`config.mk`:
```
export PLATFORM = sky130hd
export DESIGN_NAME = seg_addsub_pipe
export DESIGN_NICKNAME = d
export VERILOG_FILES = /design/src/rtl/seg_addsub_pipe.sv
export SDC_FILE = /design/constraint.sdc
export NUM_CORES = 1
export LEC_CHECK = 0
export CAP_MARGIN = 20
export CORE_MARGIN = 3
export CORE_UTILIZATION = 45
export DETAILED_ROUTE_END_ITERATION = 10
export PLACE_DENSITY = 0.74
export SKIP_LAST_GASP = 1
export SYNTH_ARGS = -nofsm -noshare
export SYNTH_HDL_FRONTEND = slang
export SYNTH_SLANG_ARGS = --single-unit
export TNS_END_PERCENT = 5
```
`constraint.sdc`:
```
create_clock -name clk -period 3.8 [get_ports clk]
set_input_delay 0.76 -clock clk [delete_from_list [all_inputs] [get_ports clk]]
set_output_delay 0.76 -clock clk [all_outputs]
set_load 0.005 [all_outputs]
```
`src/rtl/seg_addsub_pipe.sv`:
```
// -----------------------------------------------------------------------------
// seg_addsub_pipe
//   Segmented add/subtract pipeline with elastic valid/ready flow control.
//   A WIDTH-bit operation is split into NSEG = WIDTH/SEG_W segments. Stage k
//   adds segment k and registers its carry for stage k+1. The operand bits not
//   yet consumed, the growing partial sum and a TAG_W sideband travel with
//   the data. B is inverted at entry for subtraction, and sub_i is the carry-in.
//
// Ports
//   clk, rst_n     clock (rising edge), asynchronous active-low reset
//   flush_i        synchronous flush of every in-flight operation
//   in_valid_i     operand valid          in_ready_o   operand accepted
//   a_i, b_i       operands               sub_i        0: A+B, 1: A-B
//   tag_i          sideband in            tag_o        sideband out
//   out_valid_o    result valid           out_ready_i  consumer takes result
//   sum_o          result mod 2^WIDTH     co_o         carry out (sub: 1 = A>=B)
//   count_o        number of occupied stages
//
// Handshake: a transfer happens on a rising edge where valid and ready are both
// high. valid never depends on ready. Once out_valid_o is high, the result is
// held stable until it is taken. in_ready_o is low whenever flush_i is high.
// -----------------------------------------------------------------------------
module seg_addsub_pipe #(
    parameter int WIDTH = 16,
    parameter int SEG_W = 8,
    parameter int TAG_W = 2
) (
    input  logic                               clk,
    input  logic                               rst_n,
    input  logic                               flush_i,
    input  logic                               in_valid_i,
    output logic                               in_ready_o,
    input  logic [WIDTH-1:0]                   a_i,
    input  logic [WIDTH-1:0]                   b_i,
    input  logic                               sub_i,
    input  logic [TAG_W-1:0]                   tag_i,
    output logic                               out_valid_o,
    input  logic                               out_ready_i,
    output logic [WIDTH-1:0]                   sum_o,
    output logic                               co_o,
    output logic [TAG_W-1:0]                   tag_o,
    output logic [$clog2(WIDTH/SEG_W+1)-1:0]   count_o
);

    localparam int NSEG  = WIDTH / SEG_W;
    localparam int CNT_W = $clog2(NSEG + 1);

    logic [NSEG-1:0]  r_valid;
    logic [NSEG-1:0]  w_ready;   // stage k may load this cycle
    logic [NSEG-1:0]  w_vin;     // valid arriving at stage k
    logic [CNT_W-1:0] w_cnt;

    // The ready chain is walked from the output back using a scalar
    // accumulator, so no vector bit depends on another bit of the same vector.
    always_comb begin
        logic w_rdy;
        w_rdy   = out_ready_i;
        w_ready = '0;
        for (int k = NSEG - 1; k >= 0; k--) begin
            w_rdy      = !r_valid[k] | w_rdy;
            w_ready[k] = w_rdy;
        end
    end

    always_comb begin
        w_vin    = '0;
        w_vin[0] = in_valid_i;
        for (int k = 1; k < NSEG; k++) begin
            w_vin[k] = r_valid[k-1];
        end
    end

    always_comb begin
        w_cnt = '0;
        for (int k = 0; k < NSEG; k++) begin
            w_cnt = w_cnt + CNT_W'(r_valid[k]);
        end
    end

    // Flush wins over every load. Data registers are left as they are.
    always_ff @(posedge clk or negedge rst_n) begin
        if (!rst_n) begin
            r_valid <= '0;
        end else if (flush_i) begin
            r_valid <= '0;
        end else begin
            for (int k = 0; k < NSEG; k++) begin
                if (w_ready[k]) begin
                    r_valid[k] <= w_vin[k];
                end
            end
        end
    end

    for (genvar k = 0; k < NSEG; k++) begin : g_stage
        localparam int LO_W = (k + 1) * SEG_W;   // sum bits resolved so far
        localparam int HI_W = WIDTH - LO_W;      // operand bits still pending

        logic [LO_W-1:0]  r_sum;
        logic             r_carry;
        logic [TAG_W-1:0] r_tag;

        logic [SEG_W:0]   w_seg;                 // {carry, segment sum}
        logic [LO_W-1:0]  w_sum_nxt;
        logic [TAG_W-1:0] w_tag_nxt;

        if (k == 0) begin : g_src
            assign w_seg     = {1'b0, a_i[SEG_W-1:0]}
                             + {1'b0, b_i[SEG_W-1:0] ^ {SEG_W{sub_i}}}
                             + {{SEG_W{1'b0}}, sub_i};
            assign w_sum_nxt = w_seg[SEG_W-1:0];
            assign w_tag_nxt = tag_i;
        end else begin : g_src
            // Lowest pending segment of the previous stage, plus its carry.
            assign w_seg     = {1'b0, g_stage[k-1].g_hi.r_a[SEG_W-1:0]}
                             + {1'b0, g_stage[k-1].g_hi.r_b[SEG_W-1:0]}
                             + {{SEG_W{1'b0}}, g_stage[k-1].r_carry};
            assign w_sum_nxt = {w_seg[SEG_W-1:0], g_stage[k-1].r_sum};
            assign w_tag_nxt = g_stage[k-1].r_tag;
        end

        always_ff @(posedge clk or negedge rst_n) begin
            if (!rst_n) begin
                r_sum   <= '0;
                r_carry <= 1'b0;
                r_tag   <= '0;
            end else if (w_ready[k] && w_vin[k]) begin
                r_sum   <= w_sum_nxt;
                r_carry <= w_seg[SEG_W];
                r_tag   <= w_tag_nxt;
            end
        end

        // The last stage has no pending operand bits.
        if (HI_W > 0) begin : g_hi
            logic [HI_W-1:0] r_a;
            logic [HI_W-1:0] r_b;                // already inverted for sub
            logic [HI_W-1:0] w_a_nxt;
            logic [HI_W-1:0] w_b_nxt;

            if (k == 0) begin : g_hsrc
                assign w_a_nxt = a_i[WIDTH-1:SEG_W];
                assign w_b_nxt = b_i[WIDTH-1:SEG_W] ^ {HI_W{sub_i}};
            end else begin : g_hsrc
                assign w_a_nxt = g_stage[k-1].g_hi.r_a[HI_W+SEG_W-1:SEG_W];
                assign w_b_nxt = g_stage[k-1].g_hi.r_b[HI_W+SEG_W-1:SEG_W];
            end

            always_ff @(posedge clk or negedge rst_n) begin
                if (!rst_n) begin
                    r_a <= '0;
                    r_b <= '0;
                end else if (w_ready[k] && w_vin[k]) begin
                    r_a <= w_a_nxt;
                    r_b <= w_b_nxt;
                end
            end
        end
    end

    assign in_ready_o  = w_ready[0] & !flush_i;
    assign out_valid_o = r_valid[NSEG-1];
    assign sum_o       = g_stage[NSEG-1].r_sum;
    assign co_o        = g_stage[NSEG-1].r_carry;
    assign tag_o       = g_stage[NSEG-1].r_tag;
    assign count_o     = w_cnt;

endmodule

```
# [After elaboration in Yosys (flattened, before gate mapping)]
# Index checks and enable logic that the tools add are counted.
[totals] inputBits=40 reg_bits=48
[classes] reduce_logical=7 n_bitwise=5 add_sub_neg=5 mux=3
[ops] op="adder 8 x 8 -> 9 bit" n=2
[ops] op="adder 9 x 1 -> 9 bit" n=2
[ops] op="XOR 8 bit" n=2
[ops] op="nonzero test 2 bit" n=2
[ops] op="zero test 1 bit" n=3
[ops] op="adder 1 x 1 -> 2 bit" n=1
[ops] op="logical AND 1 bit" n=2
[ops] op="2-to-1 mux 1 bit" n=2
[ops] op="2-to-1 mux 2 bit" n=1
[ops] op="OR 1 bit" n=2
[ops] op="AND 1 bit" n=1

# [Longest topological paths before layout]
[depth] word_depth=5 ltp_mapped=10 mapped_depth_nobuf=8

# [Worst setup path before layout]
# OpenSTA, ideal clock, no wires.
[synth_timing] path_type="input -> register" start="input port sub_i" end="register g_stage[0].r_sum[4]" t_required_ps=3675 t_arrival_ps=2418 path_stages=9 path_buffers=2 setup_time_ps=125 setup_slack_ps=1258 path_cell_list="buf_6 -> buf_2 -> xor2_1 -> inv_1 -> fa_1 -> nor2b_1 -> o31ai_2 -> a21boi_0 -> mux2_2"
[synth_via] elab_chain_len=3
[synth_lines] element="from (decl)" line="35" rtl="input logic sub_i,"
[synth_lines] element="XOR 8 bit" line="109" rtl="+ {1'b0, b_i[SEG_W-1:0] ^ {SEG_W{sub_i}}}"
[synth_lines] element="adder 8 x 8 -> 9 bit" line="109"
[synth_lines] element="adder 9 x 1 -> 9 bit (*)" line="110" rtl="+ {{SEG_W{1'b0}}, sub_i};"
[synth_lines] element="to (signal assigned)" line="128" rtl="r_sum <= w_sum_nxt;"
[synth_lines] element="to (decl)" line="99" rtl="logic [LO_W-1:0] r_sum;"
# Mark *: on every way between the ends. The rest lies on a longest branch, timed or not.
# A chain may end at the register's enable or synchronous reset.

# [Final worst setup path]
[layout_timing] start="input port sub_i" end="register g_stage[0].r_sum[6]"
# The elaborated chain is that of the path after synthesis.

==> metrics.md <==
| Metric | Value |
|---|---|
| FILL cells | `roughly 460` |
| Final hold vios | `0` |
| Yosys reg bits | `48` |
| Fin area | `3330 sq um` |
| Initial DRC count | `67` |
| CTS tree | `yes` |
| Clk root buf | `clkbuf_8` |
| Worst Setup Start Kind | `input port` |
| MaxCap Viol Count | `0` |
| Max Clk Rate | `roughly 0.35 GHz` |
| Largest cells by area after synthesis | `dfrtp_1 47%, mux2_2 10%, ha_1 7.4%` |
| Final core occ | `0.628` |
| First-pass GRT wire length | `about 8300 microns` |
| IO buf count | `62` |
| Cell with the largest stage delay on the worst path | `clkdlybuf4s50_1` |
| PnR Total Power | `approximately 1.5 mW` |
| DP Area | `~3200 sq um` |
| Number of global-route vias before repair | `1,854` |
| R2r worst-path depth | `7` |
| RSZ-0062 raised after global routing | `no` |
| CTS max path bufs | `2` |
| Commonest non-fill, non-tap cell in the layout | `clkdlybuf4s50_1` |
| Placeable Area | `around 5300 sq um` |
| Pin count of the biggest net entering global routing | `49` |
| GRT overflow | `0` |
| Outcome | `completed` |
| 1st-pass router iterations | `4` |
| Commonest register cell after synthesis | `dfrtp_1` |
| Worst hold path type | `input port to async pin` |
| Post-DRT Antenna Nets | `0` |
| R2R Path Start | `g_stage[0].r_carry` |
| Worst clock skew | `roughly 5.2 ps` |
| Crit-path cells | `clkdlybuf4s50_1 > buf_4 > xor2_1 > ha_1 > o21a_1 > o31ai_2 > nand2b_1 > a211oi_1 > o31ai_1` |
| Routed vias/inst | `between 5 and 6` |
| Die footprint | `approximately 6600 sq um` |
| Yosys cell types | `33` |
| WL/cell | `about 13 microns` |
| Sequential share of the synthesized area | `0.471` |
| Clk sinks | `48` |
| Syn Inst Count | `233` |
| Total track usage | `0.162` |
| Cts repair resizes | `0` |
| Num rows | `26` |
| Worst Setup End Kind | `flip-flop` |
| Die Span Y | `81.3 microns` |
| Yosys top cell by area | `dfrtp_1` |
| Pwr Density | `453 nW/um^2` |
| Clk Latency, worst-skew pair | `roughly 290 ps` |
| Postcts setup bufs | `0` |
| Mapped Avg Cell Area | `10.9 sq um` |
| Final worst path period need | `about 2800 ps` |
| Final Net Count | `about 350` |
| Layout area overhead | `30.6%` |
| Cts hold-fix bufs | `0` |
| I/O pin cnt | `63` |
| Share of layout cells above drive strength 1 | `0.128` |
| CP max stage delay | `around 700 ps` |
| Lkg Pwr | `1.42 nW` |
| Reg2Reg Setup Slack | `~1500 ps` |
| RD Place Congestion | `about 0.81` |
| Post-synth EDFFs | `0` |
| Number of synthesis warnings | `0` |
| Clock Pin Slew Worst Setup and Hold Paths | `approximately 80 ps` |
| Synth top area share | `0.471` |
| Area of the mapped netlist | `approximately 2600 sq um` |
| Via count | `between 1,500 and 2,000` |
| Diodes inserted | `0` |
| Crit Path Category | `input port to flip-flop` |
| Die Wd | `roughly 81 microns` |
| Ys async rst share | `1.00` |
| CP Max Fanout | `9` |
| Setup TNS | `0 ps` |
| Initial antenna violation count | `0` |
| VDD IR-drop max | `about 0.22 mV` |
| Commonest cells after routing, fill and taps aside | `61 x clkdlybuf4s50_1, 48 x dfrtp_1, 28 x o21ai_0, 27 x nand2_1, 23 x mux2_2` |
| Relative slew slack | `0.586` |
| Slew Limit Fails | `0` |
| Final period util | `0.744` |
| # DRC | `0` |
| Initial core utilization | `0.481` |
| Inserted Clock Buffers | `5` |
| Post-Syn Nets | `roughly 290` |
| Worst R2R End | `sum_o[14]` |
| Worst Tran Pin Value | `622 ps` |
| Critical Path RT | `between 3000 and 4000 ps` |
| Final setup viols | `0` |
| H-tree levels | `2` |
| DP Wirelength | `approximately 3700 microns` |
| Final WL | `about 4800 microns` |
| WP data arrival | `approximately 3000 ps` |
layout make-up:
| class | instances | area, sq um | area share |
|---|---|---|---|
| multi-input cells | 170 | 1270 | 0.381 |
| repair buffers | 66 | 666 | 0.200 |
| inverters | 5 | 18.8 | 0.00563 |
| well taps | 70 | 87.6 | 0.0263 |
| clock buffers | 8 | 90.1 | 0.0270 |
| flip-flops and latches | 48 | 1200 | 0.361 |
worst max-delay path: cells and delay by family:
kind | cells | cell delay (ps)
buffers and inverters | 2 | 1000
AOI/OAI and AO/OA | 4 | 630
adders and majority gates | 1 | 320
xor gates and xnor gates | 1 | 160
and+or+nand+nor | 1 | 90
worst max-delay path by stage:
stage | start | to | slack [ps] | cells after the start
6_report | sub_i | g_stage[0].r_sum[6] | 970 | 9
5_1_grt | sub_i | g_stage[0].r_sum[6] | 790 | 9
4_1_cts | sub_i | g_stage[0].r_sum[6] | 970 | 9
3_5_place_dp | sub_i | g_stage[0].r_sum[6] | 650 | 9
3_3_place_gp | sub_i | g_stage[0].r_sum[6] | 720 | 9
2_1_floorplan | sub_i | g_stage[0].r_sum[4] | 1260 | 9
kinds of logic after synthesis:
| kind of cell | synth area share |
|---|---|
| compound gates | 0.131 |
| xor+xnor | 0.0858 |
| fa+ha+maj | 0.0971 |
| buf+inv | 0.0324 |
| flops | 0.471 |
| mux | 0.107 |
| simple gates | 0.0760 |
state kept, by name, indices dropped and copies added (netlist names):
signal	count
tag_o	2
g_stage.r_carry	1
co_o	1
g_stage.g_hi.r_a	8
g_stage.r_sum	8
sum_o	16
g_stage.r_tag	2
g_stage.g_hi.r_b	8
r_valid	2
cell usage after synthesis (all sizes together) (2+ instances only):
master   n
dfrtp   48
o21ai   30
nand2   27
mux2    23
ha      15
a21oi   14
xnor2   13
xor2    12
buf      9
nor2     8
inv      5
nand2b   4
a211oi   3
fa       3
nor2b    3
o31ai    3
a31oi    2
nand3    2
layer usage:
metal,vias to the layer above,global-route usage,wire [microns]
met5,-,0,0
met4,0,0.0507,69
met3,7,0.0344,255
met2,42,0.275,2350
met1,866,0.205,2110
li1,933,-,-
where the power goes:
group	total, mW	internal, mW	switching [mW]
clock network	0.304	0.149	0.156
logic	0.520	0.318	0.202
registers	0.686	0.626	0.0599
stage by stage:
step / hold slack, ps / instances / worst slack [ps]
4_1_cts: 485 / 366 / 968
2_1_floorplan: 445 / 233 / 1260
3_5_place_dp: 466 / 358 / 653
5_1_grt: 502 / 367 / 794
6_report: 474 / 367 / 974
3_3_place_gp: 459 / 358 / 720
Note: power is estimated with default switching activity, not from simulation.
